### src/rtl/mem_arbiter_pkg.sv
// Shared types and constants for the unified memory-port arbiter.
// Holds FSM/owner encodings, the word access mode and the captured issue request.
package mem_arb_pkg;

  typedef enum logic {
    IDLE = 1'b0,
    BUSY = 1'b1
  } state_e;

  typedef enum logic {
    OWN_IF = 1'b0,
    OWN_D  = 1'b1
  } owner_e;

  localparam logic [2:0] MODE_WORD = 3'b010;

  typedef struct packed {
    logic [31:0] addr;
    logic        wen;
    logic [2:0]  mode;
    logic [31:0] wdata;
  } issue_req_t;

  localparam issue_req_t ISSUE_CLEAR = '{addr: 32'h0, wen: 1'b0, mode: 3'b000, wdata: 32'h0};

  // Fetches are always word-sized reads with no store data.
  function automatic issue_req_t fetch_issue(input logic [31:0] addr);
    issue_req_t req;
    req.addr  = addr;
    req.wen   = 1'b0;
    req.mode  = MODE_WORD;
    req.wdata = 32'h0;
    return req;
  endfunction

endpackage

### src/rtl/mem_arbiter_if.sv
// Requester and memory-side bus of the arbiter.
// slave is the arbiter's view; master is the requesters plus the memory.
interface mem_arbiter_if;
  logic        if_req;
  logic [31:0] if_addr;
  logic        if_gnt;
  logic        if_rvalid;
  logic [31:0] if_rdata;
  logic        d_req;
  logic        d_wen;
  logic [2:0]  d_mode;
  logic [31:0] d_addr;
  logic [31:0] d_wdata;
  logic        d_gnt;
  logic        d_rvalid;
  logic [31:0] d_rdata;
  logic [31:0] mem_addr;
  logic        mem_wen;
  logic [2:0]  mem_sel;
  logic [31:0] mem_data_i;
  logic [31:0] mem_data_o;

  modport slave (
    input  if_req, if_addr, d_req, d_wen, d_mode, d_addr, d_wdata, mem_data_o,
    output if_gnt, if_rvalid, if_rdata, d_gnt, d_rvalid, d_rdata,
    output mem_addr, mem_wen, mem_sel, mem_data_i
  );

  modport master (
    output if_req, if_addr, d_req, d_wen, d_mode, d_addr, d_wdata, mem_data_o,
    input  if_gnt, if_rvalid, if_rdata, d_gnt, d_rvalid, d_rdata,
    input  mem_addr, mem_wen, mem_sel, mem_data_i
  );
endinterface

### src/rtl/mem_arbiter_arb_prio_starve.sv
// Data-priority grant logic with a starvation counter that forces a fetch
// grant after STARVE_MAX consecutive data grants taken while fetch was waiting.
module arb_prio_starve #(
  parameter int unsigned STARVE_MAX = 4
) (
  input  logic clk,
  input  logic rst,
  input  logic arb_en,
  input  logic if_req,
  input  logic d_req,
  output logic if_gnt,
  output logic d_gnt
);

  localparam logic [3:0] STARVE_LIM = 4'(STARVE_MAX);

  logic [3:0] starve_cnt_r;
  logic [3:0] starve_cnt_s;

  // Grant selection and next starvation count.
  always_comb begin
    if_gnt       = 1'b0;
    d_gnt        = 1'b0;
    starve_cnt_s = starve_cnt_r;
    if (arb_en) begin
      if (d_req && if_req) begin
        if (starve_cnt_r < STARVE_LIM) begin
          d_gnt        = 1'b1;
          starve_cnt_s = starve_cnt_r + 4'd1;
        end else begin
          if_gnt       = 1'b1;
          starve_cnt_s = 4'd0;
        end
      end else if (d_req) begin
        d_gnt        = 1'b1;
        starve_cnt_s = 4'd0;
      end else if (if_req) begin
        if_gnt       = 1'b1;
        starve_cnt_s = 4'd0;
      end else begin
        starve_cnt_s = starve_cnt_r;
      end
    end else begin
      starve_cnt_s = starve_cnt_r;
    end
  end

  // Starvation counter register.
  always_ff @(posedge clk) begin
    if (!rst) begin
      starve_cnt_r <= 4'd0;
    end else begin
      starve_cnt_r <= starve_cnt_s;
    end
  end

endmodule

### src/rtl/mem_arbiter.sv
// Single-transaction arbiter sharing one fixed-latency memory port between
// instruction fetch and data load/store, with data priority.
module mem_arbiter
  import mem_arb_pkg::*;
#(
  parameter int unsigned MEM_LAT    = 1,
  parameter int unsigned STARVE_MAX = 4
) (
  input logic          clk,
  input logic          rst,
  mem_arbiter_if.slave bus
);

  localparam logic [2:0] LAT_LOAD = 3'(MEM_LAT);

  state_e      state_r;
  state_e      state_s;
  owner_e      owner_r;
  logic [2:0]  lat_cnt_r;
  issue_req_t  issue_r;
  issue_req_t  issue_s;
  logic        mem_wen_r;
  logic [31:0] if_rdata_r;
  logic [31:0] d_rdata_r;
  logic        arb_en_s;
  logic        if_gnt_s;
  logic        d_gnt_s;
  logic        grant_s;
  logic        if_rvalid_s;
  logic        d_rvalid_s;
  logic [31:0] resp_data_s;

  // Grants are suppressed while reset is held so every output reads 0.
  assign arb_en_s = (state_r == IDLE) && rst;
  assign grant_s  = if_gnt_s || d_gnt_s;

  arb_prio_starve #(
    .STARVE_MAX(STARVE_MAX)
  ) u_arb (
    .clk   (clk),
    .rst   (rst),
    .arb_en(arb_en_s),
    .if_req(bus.if_req),
    .d_req (bus.d_req),
    .if_gnt(if_gnt_s),
    .d_gnt (d_gnt_s)
  );

  // Next state and response pulse generation.
  always_comb begin
    state_s     = state_r;
    if_rvalid_s = 1'b0;
    d_rvalid_s  = 1'b0;
    case (state_r)
      IDLE: begin
        if (grant_s) begin
          state_s = BUSY;
        end else begin
          state_s = IDLE;
        end
      end
      BUSY: begin
        if (lat_cnt_r == 3'd1) begin
          state_s = IDLE;
          if (!rst) begin
            if_rvalid_s = 1'b0;
            d_rvalid_s  = 1'b0;
          end else if (owner_r == OWN_IF) begin
            if_rvalid_s = 1'b1;
          end else begin
            d_rvalid_s = 1'b1;
          end
        end else begin
          state_s = BUSY;
        end
      end
      default: state_s = IDLE;
    endcase
  end

  // Issue request to capture on a grant.
  always_comb begin
    issue_s = issue_r;
    if (d_gnt_s) begin
      issue_s = '{addr: bus.d_addr, wen: bus.d_wen, mode: bus.d_mode, wdata: bus.d_wdata};
    end else if (if_gnt_s) begin
      issue_s = fetch_issue(bus.if_addr);
    end else begin
      issue_s = issue_r;
    end
  end

  assign resp_data_s = issue_r.wen ? 32'h0 : bus.mem_data_o;

  // Transaction state, issue registers and held response data.
  always_ff @(posedge clk) begin
    if (!rst) begin
      state_r    <= IDLE;
      owner_r    <= OWN_IF;
      lat_cnt_r  <= 3'd0;
      issue_r    <= ISSUE_CLEAR;
      mem_wen_r  <= 1'b0;
      if_rdata_r <= 32'h0;
      d_rdata_r  <= 32'h0;
    end else begin
      state_r   <= state_s;
      issue_r   <= issue_s;
      mem_wen_r <= grant_s && issue_s.wen;
      if (d_gnt_s) begin
        owner_r <= OWN_D;
      end else if (if_gnt_s) begin
        owner_r <= OWN_IF;
      end else begin
        owner_r <= owner_r;
      end
      if (grant_s) begin
        lat_cnt_r <= LAT_LOAD;
      end else if (state_r == BUSY) begin
        lat_cnt_r <= lat_cnt_r - 3'd1;
      end else begin
        lat_cnt_r <= lat_cnt_r;
      end
      if (if_rvalid_s) begin
        if_rdata_r <= resp_data_s;
      end else begin
        if_rdata_r <= if_rdata_r;
      end
      if (d_rvalid_s) begin
        d_rdata_r <= resp_data_s;
      end else begin
        d_rdata_r <= d_rdata_r;
      end
    end
  end

  // The response word is visible in the rvalid cycle itself, then held.
  assign bus.if_gnt     = if_gnt_s;
  assign bus.d_gnt      = d_gnt_s;
  assign bus.if_rvalid  = if_rvalid_s;
  assign bus.d_rvalid   = d_rvalid_s;
  assign bus.if_rdata   = if_rvalid_s ? resp_data_s : if_rdata_r;
  assign bus.d_rdata    = d_rvalid_s ? resp_data_s : d_rdata_r;
  assign bus.mem_addr   = issue_r.addr;
  assign bus.mem_sel    = issue_r.mode;
  assign bus.mem_data_i = issue_r.wdata;
  assign bus.mem_wen    = mem_wen_r;

endmodule

### src/flat_wrapper.sv
// flat-port wrapper written by rule: the top's interface ports become plain ports
module mem_arbiter_flat import mem_arb_pkg::*;
#(
  parameter int unsigned MEM_LAT    = 1,
  parameter int unsigned STARVE_MAX = 4
)
  (clk, rst, bus_if_req, bus_if_addr, bus_d_req, bus_d_wen, bus_d_mode, bus_d_addr, bus_d_wdata, bus_mem_data_o, bus_if_gnt, bus_if_rvalid, bus_if_rdata, bus_d_gnt, bus_d_rvalid, bus_d_rdata, bus_mem_addr, bus_mem_wen, bus_mem_sel, bus_mem_data_i);
  mem_arbiter_if bus_i ();
  input logic clk;
  input logic rst;
  input wire logic [$bits(bus_i.if_req)-1:0] bus_if_req;
  input wire logic [$bits(bus_i.if_addr)-1:0] bus_if_addr;
  input wire logic [$bits(bus_i.d_req)-1:0] bus_d_req;
  input wire logic [$bits(bus_i.d_wen)-1:0] bus_d_wen;
  input wire logic [$bits(bus_i.d_mode)-1:0] bus_d_mode;
  input wire logic [$bits(bus_i.d_addr)-1:0] bus_d_addr;
  input wire logic [$bits(bus_i.d_wdata)-1:0] bus_d_wdata;
  input wire logic [$bits(bus_i.mem_data_o)-1:0] bus_mem_data_o;
  output wire logic [$bits(bus_i.if_gnt)-1:0] bus_if_gnt;
  output wire logic [$bits(bus_i.if_rvalid)-1:0] bus_if_rvalid;
  output wire logic [$bits(bus_i.if_rdata)-1:0] bus_if_rdata;
  output wire logic [$bits(bus_i.d_gnt)-1:0] bus_d_gnt;
  output wire logic [$bits(bus_i.d_rvalid)-1:0] bus_d_rvalid;
  output wire logic [$bits(bus_i.d_rdata)-1:0] bus_d_rdata;
  output wire logic [$bits(bus_i.mem_addr)-1:0] bus_mem_addr;
  output wire logic [$bits(bus_i.mem_wen)-1:0] bus_mem_wen;
  output wire logic [$bits(bus_i.mem_sel)-1:0] bus_mem_sel;
  output wire logic [$bits(bus_i.mem_data_i)-1:0] bus_mem_data_i;
  assign bus_i.if_req = bus_if_req;
  assign bus_i.if_addr = bus_if_addr;
  assign bus_i.d_req = bus_d_req;
  assign bus_i.d_wen = bus_d_wen;
  assign bus_i.d_mode = bus_d_mode;
  assign bus_i.d_addr = bus_d_addr;
  assign bus_i.d_wdata = bus_d_wdata;
  assign bus_i.mem_data_o = bus_mem_data_o;
  assign bus_if_gnt = bus_i.if_gnt;
  assign bus_if_rvalid = bus_i.if_rvalid;
  assign bus_if_rdata = bus_i.if_rdata;
  assign bus_d_gnt = bus_i.d_gnt;
  assign bus_d_rvalid = bus_i.d_rvalid;
  assign bus_d_rdata = bus_i.d_rdata;
  assign bus_mem_addr = bus_i.mem_addr;
  assign bus_mem_wen = bus_i.mem_wen;
  assign bus_mem_sel = bus_i.mem_sel;
  assign bus_mem_data_i = bus_i.mem_data_i;
  mem_arbiter #(.MEM_LAT(MEM_LAT), .STARVE_MAX(STARVE_MAX)) u_core (.clk(clk), .rst(rst), .bus(bus_i));
endmodule
### config.mk
export PLATFORM = sky130hd
export DESIGN_NAME = mem_arbiter_flat
export DESIGN_NICKNAME = d
export VERILOG_FILES = /design/src/rtl/mem_arbiter_pkg.sv /design/src/rtl/mem_arbiter_if.sv /design/src/rtl/mem_arbiter_arb_prio_starve.sv /design/src/rtl/mem_arbiter.sv /design/src/flat_wrapper.sv
export SDC_FILE = /design/constraint.sdc
export NUM_CORES = 1
export LEC_CHECK = 0
export CORE_MARGIN = 4
export CORE_UTILIZATION = 44
export DETAILED_ROUTE_END_ITERATION = 8
export PLACE_DENSITY = 0.91
export SLEW_MARGIN = 5
export SYNTH_ARGS = -nofsm -noshare
export SYNTH_HDL_FRONTEND = slang
export SYNTH_SLANG_ARGS = --single-unit
export TNS_END_PERCENT = 50
### constraint.sdc
create_clock -name clk -period 2.3 [get_ports clk]
set_input_delay 0.69 -clock clk [delete_from_list [all_inputs] [get_ports clk]]
set_output_delay 0.69 -clock clk [all_outputs]
set_load 0.005 [all_outputs]
# Word-level counts from Yosys, hierarchy flattened
# Index checks and enable logic that the tools add are counted.
# word_totals
reg_bits	142
word_cells	60
output_inout_bits	136
in_bits	136
# classes
order_cmp	1
n_addsub	2
mux	33
eq_ne	1
reduce_logical	9
n_bitwise	2
# op_table
op	n
two-way mux 68 bit	2
two-way mux 32 bit	3
two-way mux 1 bit	23
two-way mux 4 bit	4
adder 4 x 1 -> 4 bit (second input constant)	1
less-than comparator 4 x 3 -> 1 bit (second input constant)	1
nonzero test 2 bit	2
equality test 3 x 1 -> 1 bit (second input constant)	1
logical AND 1 bit	3
nonzero test 3 bit	1
subtractor 3 x 1 -> 3 bit (second input constant)	1
NOT 1 bit	2
one-hot mux 1 bit (2 select lines)	1
AND reduction 2 bit	1
OR reduction 2 bit	1
logical OR 1 bit	1

# Depth between registers and ports, before layout
# Gate-level depths: netlist (run 1).
# depth
ltp_word	7
mapped_depth	8
ltp_nobuf	6

# Modules after synthesis
# From an unflattened synthesis (run 1), not the netlist that was laid out.
# unflattened
cells_unflattened	742
hier_area_um2	6826.5
# modules_own_cells
module	area_per_inst_um2	instances	cells_per_inst	seq_area_each_um2
mem_arbiter	6648.9	1	722	2762.6
arb_prio_starve	177.7	1	20	80.1

# Worst setup path after synthesis (run 1)
# Ideal clock, no wire load.
# synth_path
path_type	in2out
from	input port rst
to	output port bus_if_rdata[18]
cell_stages	6
path_buffers	2
slack_ns	0.070
arrival_ns	1.540
required_time_ns	1.610
path_cell_list	and4b_1 -> buf_6 -> nand2b_1 -> buf_6 -> inv_2 -> mux2_4
# synth_between
elab_chain_cells	4
# synth_rtl
element	line	rtl
start: declaration	flat_wrapper.sv:10	input logic rst;
two-way mux 1 bit	mem_arbiter.sv:65	if (!rst) begin
two-way mux 1 bit	mem_arbiter.sv:63	if (lat_cnt_r == 3'd1) begin
two-way mux 1 bit	mem_arbiter.sv:54	case (state_r)
net bus_if_rvalid	flat_wrapper.sv:20	output wire logic [$bits(bus_i.if_rvalid)-1:0] bus_if_rvalid;
two-way mux 32 bit	mem_arbiter.sv:141	assign bus.if_rdata = if_rvalid_s ? resp_data_s : if_rdata_r;
end: declaration	flat_wrapper.sv:21	output wire logic [$bits(bus_i.if_rdata)-1:0] bus_if_rdata;
# The timed path passes the listed nets, and every way through them passes these cells.

# Final worst setup path (run 1)
# layout_path
from	register u_core.lat_cnt_r[1]
to	output port bus_if_rdata[21]
# layout_between
elab_chain_cells	4
# layout_rtl
element	line	rtl
start: declaration	mem_arbiter.sv:19	logic [2:0] lat_cnt_r;
start signal: assignment	mem_arbiter.sv:119	lat_cnt_r <= lat_cnt_r - 3'd1;
start signal: assignment	mem_arbiter.sv:121	lat_cnt_r <= lat_cnt_r;
equality test 3 x 1 -> 1 bit	mem_arbiter.sv:63	
two-way mux 1 bit	mem_arbiter.sv:63	
two-way mux 1 bit	mem_arbiter.sv:54	
two-way mux 32 bit	mem_arbiter.sv:141	
# Every way passes these cells.

==> results of run 1 <==
[power by group through the flow]
| stage | clock [mW] | combinational (mW) | sequential [mW] |
|---|---|---|---|
| 2_1_floorplan | 0 | 0.708 | 2.73 |
| 3_3_place_gp | 0 | 1.28 | 2.75 |
| 3_5_place_dp | 0 | 1.29 | 2.76 |
| 4_1_cts | 2.82 | 1.34 | 2.71 |
| 5_1_grt | 2.94 | 1.58 | 2.73 |
| 6_report | 2.81 | 1.50 | 2.72 |
[cells in the mapped netlist, types with 2 or more instances]
master / number
a21boi_0: 2
a21o_1: 32
a221o_1: 32
a22o_1: 35
a31o_1: 28
a31o_2: 4
and2_1: 2
buf_1: 2
buf_2: 27
buf_4: 74
buf_6: 20
clkbuf_1: 13
dfxtp_1: 142
ha_1: 3
inv_1: 35
inv_2: 2
nand2_1: 70
nand2b_1: 3
nand3_1: 2
nand4_1: 2
nand4b_1: 32
nor2_1: 6
nor3_1: 32
nor4b_2: 30
o21ai_0: 20
o21ai_1: 39
o21ai_2: 10
[worst register-to-register path: stages (launching register included)]
cell and delay, ps:
dfxtp_2 320, inv_2 70, ha_4 140, and4b_2 340
and2_4 270, buf_12 140, buf_12 100, buf_4 230
buf_4 180, o21ai_2 60
[layer usage]
layer  vias up  GRT usage  wire, µm
met5         -          0         0
li1       3083          -         -
met3        84     0.0706      2310
met4         0     0.0794       923
met2       367      0.415     12700
met1      3258      0.286      9290
[cell type report]
| type | count | area [µm²] |
|---|---|---|
| Clock buffer | 21 | 470 |
| Clock inverter | 11 | 121 |
| Fill cell | 1036 | 4300 |
| Inverter | 37 | 141 |
| Multi-Input combinational cell | 398 | 3340 |
| Sequential cell | 142 | 2850 |
| Tap cell | 211 | 264 |
| Timing Repair Buffer | 398 | 3820 |
[final timing paths]
check | cells after the start | end | slack, ps | from
setup / recovery | 10 | bus_if_rdata[21] | -700 | u_core.lat_cnt_r[1]
hold / removal | 1 | u_core.bus.mem_data_i[0] | 470 | u_core.bus.mem_data_i[0]
setup reg to reg | 9 | u_core.d_rdata_r[21] | 340 | u_core.lat_cnt_r[1]
hold reg to reg | 1 | u_core.bus.mem_data_i[0] | 470 | u_core.bus.mem_data_i[0]
[state kept, by name, indices dropped and copies added (netlist names)]
| register | cells |
|---|---|
| u_core.bus.mem_addr | 32 |
| u_core.bus.mem_data_i | 32 |
| u_core.bus.mem_sel | 3 |
| u_core.bus.mem_wen | 1 |
| u_core.d_rdata_r | 32 |
| u_core.if_rdata_r | 32 |
| u_core.issue_r | 1 |
| u_core.lat_cnt_r | 3 |
| u_core.owner_r | 1 |
| u_core.state_r | 1 |
| u_core.u_arb.starve_cnt_r | 4 |
[metrics by stage]
stage / utilization / setup WS, ps
5_1_grt: 0.719 / -813
3_5_place_dp: 0.616 / -682
3_3_place_gp: 0.616 / -623
4_1_cts: 0.676 / -755
2_1_floorplan: - / 70.2
6_report: 0.719 / -696
[timing repair]
| item | in CTS | in global routing |
|---|---|---|
| gates cloned | 2 | 4 |
| pin swaps | 6 | 42 |
| setup buffers | 15 | 52 |
| setup endpoints to repair | 68 | 68 |
| resized for setup | 172 | 183 |
[logic make-up (layout without fill, tap and decap cells)]
kind of cell,count (synthesis),count (layout)
DFF,142,142
muxes,2,2
buffers and inverters,174,467
xor gates and xnor gates,1,1
AOI/OAI and AO/OA,206,206
and+or+nand+nor,186,186
adders and majority gates,3,3
==> impl_metrics.toml, run 1 <==
[floorplan]
rows = 45
dieArea_um2 = 17800
core_area_um2 = 15300
start_util = 0.452
top_level_ports = 272
fp.dieW_um = 133
die_y_um = 133

[worst_setup_path]
required_ps = 1610
critical_path.slowest_cell = "dfxtp_2"
crit_family = "buffers and inverters"
worstSetupStartpointType = "flip-flop"
max_stage_delay_ps = 320
crit_type = "reg -> out"
path_cells = "inv_2 > ha_4 > buf_6 > nand4b_4 > clkbuf_16 > buf_4 > buf_4 > nor4b_4 > a21o_1 > buf_2"
crit_buf_inv = 6
cpMostUsedCell = "buf_4"
critical_path.max_fanout = 5
worst_ep_arrival_time_ps = 2310
worst_setup_path_end_kind = "primary output"

[logic_synthesis]
netlist_area_um2 = 6920
syn_nets = 853
synth_seq_cells = 142
synthTopCellsByArea = "dfxtp_1, buf_4, nor4b_2"
synth.top_cell.area_share = 0.411
yosysTopAreaCell = "dfxtp_1"
synth_mux_area_frac = 0.00362
synthArstFlopShare = 0
ys_warn_count = 0
synthCells = 714
synth_compound_area_frac = 0.228
synthDistinctLibCells = 42
avgSynthCellArea_um2 = 9.69
synth-edff-count = 0
synth_xor_area_frac = 0.00127
synth-simple-area-share = 0.190
seq_area_frac_synth = 0.411
synthAdderAreaFrac = 0.00542
synth_ff_type = "dfxtp_1"
synth_top_family_by_area = "compound AO/OA/AOI/OAI gates"

[timing]
setup_slack_ps = -696
setup_viol = 67
hold_viol = 0
slew_violations = 0
fmax_mhz = 334
timing.final.crit_share = 1.30
rsz0062_at_grt = "true"
max_slew_margin = 0.472
worstMarginPinSlew_ps = 793
timing.setup.tns_ps = -31720
fin_skew_ps = 10.9
finalCriticalPeriod_ps = 3000
hold_slack_ps = 470

[power_and_ir_drop]
seqPwrFrac = 0.387
internal-power_mw = 5.09
ir_drop_mv = 0.514
p_clk_frac = 0.400
cellPowerDensity_nw_per_um2 = 637
p_sw_frac = 0.275
combPwrFrac = 0.213
p_sw_mw = 1.93
finalPower_mw = 7.02
p_leak_nw = 4.76

[clocking]
cts_buffers = 17
cts_root_buf = "clkbuf_16"
cts_tree = "done"
cts_max_level = 4
clock_sinks = 142
clkLatencyLatePin_ps = 430
clk_pin_slew_ps = 60
cts.path.max_buffers = 2
holdBufCountCts = 0

[placement]
placedCellCount = 1115
dpl.hpwl_um = 14600
routabilityCongestion = 0.802
place_area_um2 = 9430
port_buffers = 271

[global_routing]
grt_pass1_wl_um = 34500
grt_max_degree = 74
grt_antenna_before_repair = 0
grt_overflow_total = 0
grt_pass1_vias = 6488
grt_util_all_layers = 0.240

[cells_and_area]
layout_commonest_cell = "clkdlybuf4s50_1"
instances_no_fill = 1218
antennaDiodeCount = 0
fin_area_um2 = 11000
mostFrequentLayoutCells = "clkdlybuf4s50_1, dfxtp_1, nand2_1, buf_4, buf_2"
layout-drive-gt1-share = 0.302
final_nets = 1133
area_growth_pct = 59.1

[detailed_routing]
avgRoutedWirePerCell_um = 20.7
drt_iter0_drc = 499
ant_nets = 0
routed_wl_um = 25300
drc = 0
first_pass_iters = 5
vias = 6792
vias_per_cell = 5.58

[min_path]
min_path_type = "reg -> reg"

[status]
status = "complete, but fails checks"
violations = "setup timing"

[flow_run]
maxCapViolations = 0
Note: power is estimated with default switching activity, not from simulation.
==> run 2, diff against run 1 <==
Settings changed: CORE_MARGIN 4 to not set, SETUP_SLACK_MARGIN set to 0.15.
==> impl_metrics.toml, run 2 (synthesis gave the netlist of run 1 again) <==
[status]
status = "complete, but fails checks"
violations = "setup timing"

[cells_and_area]
layout-drive-gt1-share = 0.349
nFillCells = 961
area_growth_pct = 67.0
layout_commonest_cell = "clkdlybuf4s50_1"
fin_util = 0.757
final_nets = 1174
instances_no_fill = 1259
antennaDiodeCount = 0
mostFrequentLayoutCells = "clkdlybuf4s50_1, dfxtp_1, buf_4, nand2_1, buf_2"

[detailed_routing]
vias = 6883
ant_nets = 0
first_pass_iters = 5
avgRoutedWirePerCell_um = 19.9
vias_per_cell = 5.47
drc = 0
routed_wl_um = 25000
drt_iter0_drc = 550

[worst_setup_path]
required_ps = 1610
worstSetupStartpointType = "flip-flop"
crit_family = "buffers and inverters"
r2r-start = "u_core.lat_cnt_r[1]"
worst_setup_path_end_kind = "primary output"
reg2reg_setup_slack_ps = -400
crit_buf_inv = 5
critical_path.slowest_cell = "dfxtp_2"
crit_type = "reg -> out"
critical_path.max_fanout = 8
path_cells = "inv_2 > ha_4 > and4b_4 > buf_12 > buf_16 > buf_8 > nand4b_1 > o21ai_2 > buf_2"
reg2reg_to = "u_core.d_rdata_r[23]"
max_stage_delay_ps = 320
worst_ep_arrival_time_ps = 2050
r2r_cells = 20

[floorplan]
core_area_um2 = 15300
fp.dieW_um = 127
rows = 45
top_level_ports = 272
start_util = 0.454
dieArea_um2 = 16200
die_y_um = 127

[clocking]
cts.path.max_buffers = 2
clock_sinks = 142
clkLatencyLatePin_ps = 420
cts_max_level = 4
cts_buffers = 17
cts_tree = "done"
cts_root_buf = "clkbuf_16"
clk_pin_slew_ps = 70
holdBufCountCts = 0

[placement]
routabilityCongestion = 0.820
placedCellCount = 1123
dpl.hpwl_um = 14500
port_buffers = 271
dp_slack_ps = -644

[timing]
hold_viol = 0
fin_skew_ps = 12.5
timing.final.crit_share = 1.19
setup_slack_ps = -439
max_slew_margin = 0.499
setup_viol = 68
rsz0062_at_grt = "true"
slew_violations = 0
fmax_mhz = 365
finalCriticalPeriod_ps = 2740
worstMarginPinSlew_ps = 751

[power_and_ir_drop]
combPwrFrac = 0.220
ir_drop_mv = 0.538
finalPower_mw = 7.07
p_sw_mw = 1.92
p_leak_nw = 5.04
internal-power_mw = 5.15
p_sw_frac = 0.272
cellPowerDensity_nw_per_um2 = 612
p_clk_frac = 0.394
seqPwrFrac = 0.386

[min_path]
min_from = "u_core.d_rdata_r[24]"
min_path_type = "reg -> reg"
whs_endpoint = "u_core.d_rdata_r[24]"
hold_depth = 2

[flow_run]
maxCapViolations = 0

[global_routing]
grt_pass1_vias = 6914
grt_antenna_before_repair = 0
grt_util_all_layers = 0.303
grt_pass1_wl_um = 38100
grt_max_degree = 70
grt_overflow_total = 0
==> run 2: per-stage QoR <==
stage	instance area, µm²	setup TNS, ps	hold slack (ps)
floorplan	7210	0	437
global placement	9820	-57170	446
detailed placement	9820	-59640	453
CTS	11400	-24270	463
global route	11600	-29150	487
finish	11600	-24060	465
==> run 2: per-layer routing <==
layer / part of all wire / global-route usage
met1: 0.40 / 0.346
met2: 0.50 / 0.536
met3: 0.065 / 0.0729
met4: 0.036 / 0.132
met5: 0 / 0
==> run 2: worst max path at each step <==
| stage | startpoint | end | slack (ps) | cells after the start |
|---|---|---|---|---|
| 6_report | u_core.lat_cnt_r[1] | bus_d_rdata[30] | -440 | 9 |
| 4_1_cts | u_core.lat_cnt_r[1] | bus_if_rdata[10] | -460 | 9 |
| 3_3_place_gp | bus_mem_data_o[31] | bus_if_rdata[31] | -610 | 5 |
| 2_1_floorplan | rst | bus_d_rdata[22] | 80 | 6 |
| 3_5_place_dp | rst | bus_if_rdata[26] | -640 | 6 |
| 5_1_grt | u_core.lat_cnt_r[1] | bus_d_rdata[30] | -510 | 9 |
==> run 2: power by group through the flow <==
stage	registers, mW	logic, mW	clock network [mW]
after floorplan	2.73	0.758	0
after global placement	2.76	1.33	0
after detailed placement	2.77	1.35	0
after CTS	2.72	1.52	2.80
after global routing	2.74	1.64	2.92
final	2.73	1.55	2.78
==> run 2: final cells by class <==
type,instances,area [µm²],share of cell area
clock buffer,17,425,0.0368
sequential,142,2860,0.247
inverter,37,141,0.0122
multi-input combinational,399,3400,0.294
timing repair buffer,438,4310,0.373
clock inverter,15,163,0.0141
tap,211,264,0.0229
==> run 2: tightest hold or removal path: cells and delay by family, from the launching register on <==
family | cells | cell delay (ps)
AOI/OAI and AO/OA | 1 | 50
DFF | 1 | 310
and+or+nand+nor | 1 | 60
==> run 2: repair_timing <==
action | in CTS | in global routing
gates resized for setup | 364 | 10
endpoints found under the setup margin | 100 | 72
setup buffers | 81 | 11
pin swaps | 54 | 28
cloned | 11 | 1
endpoints found under the hold margin | 0 | 0
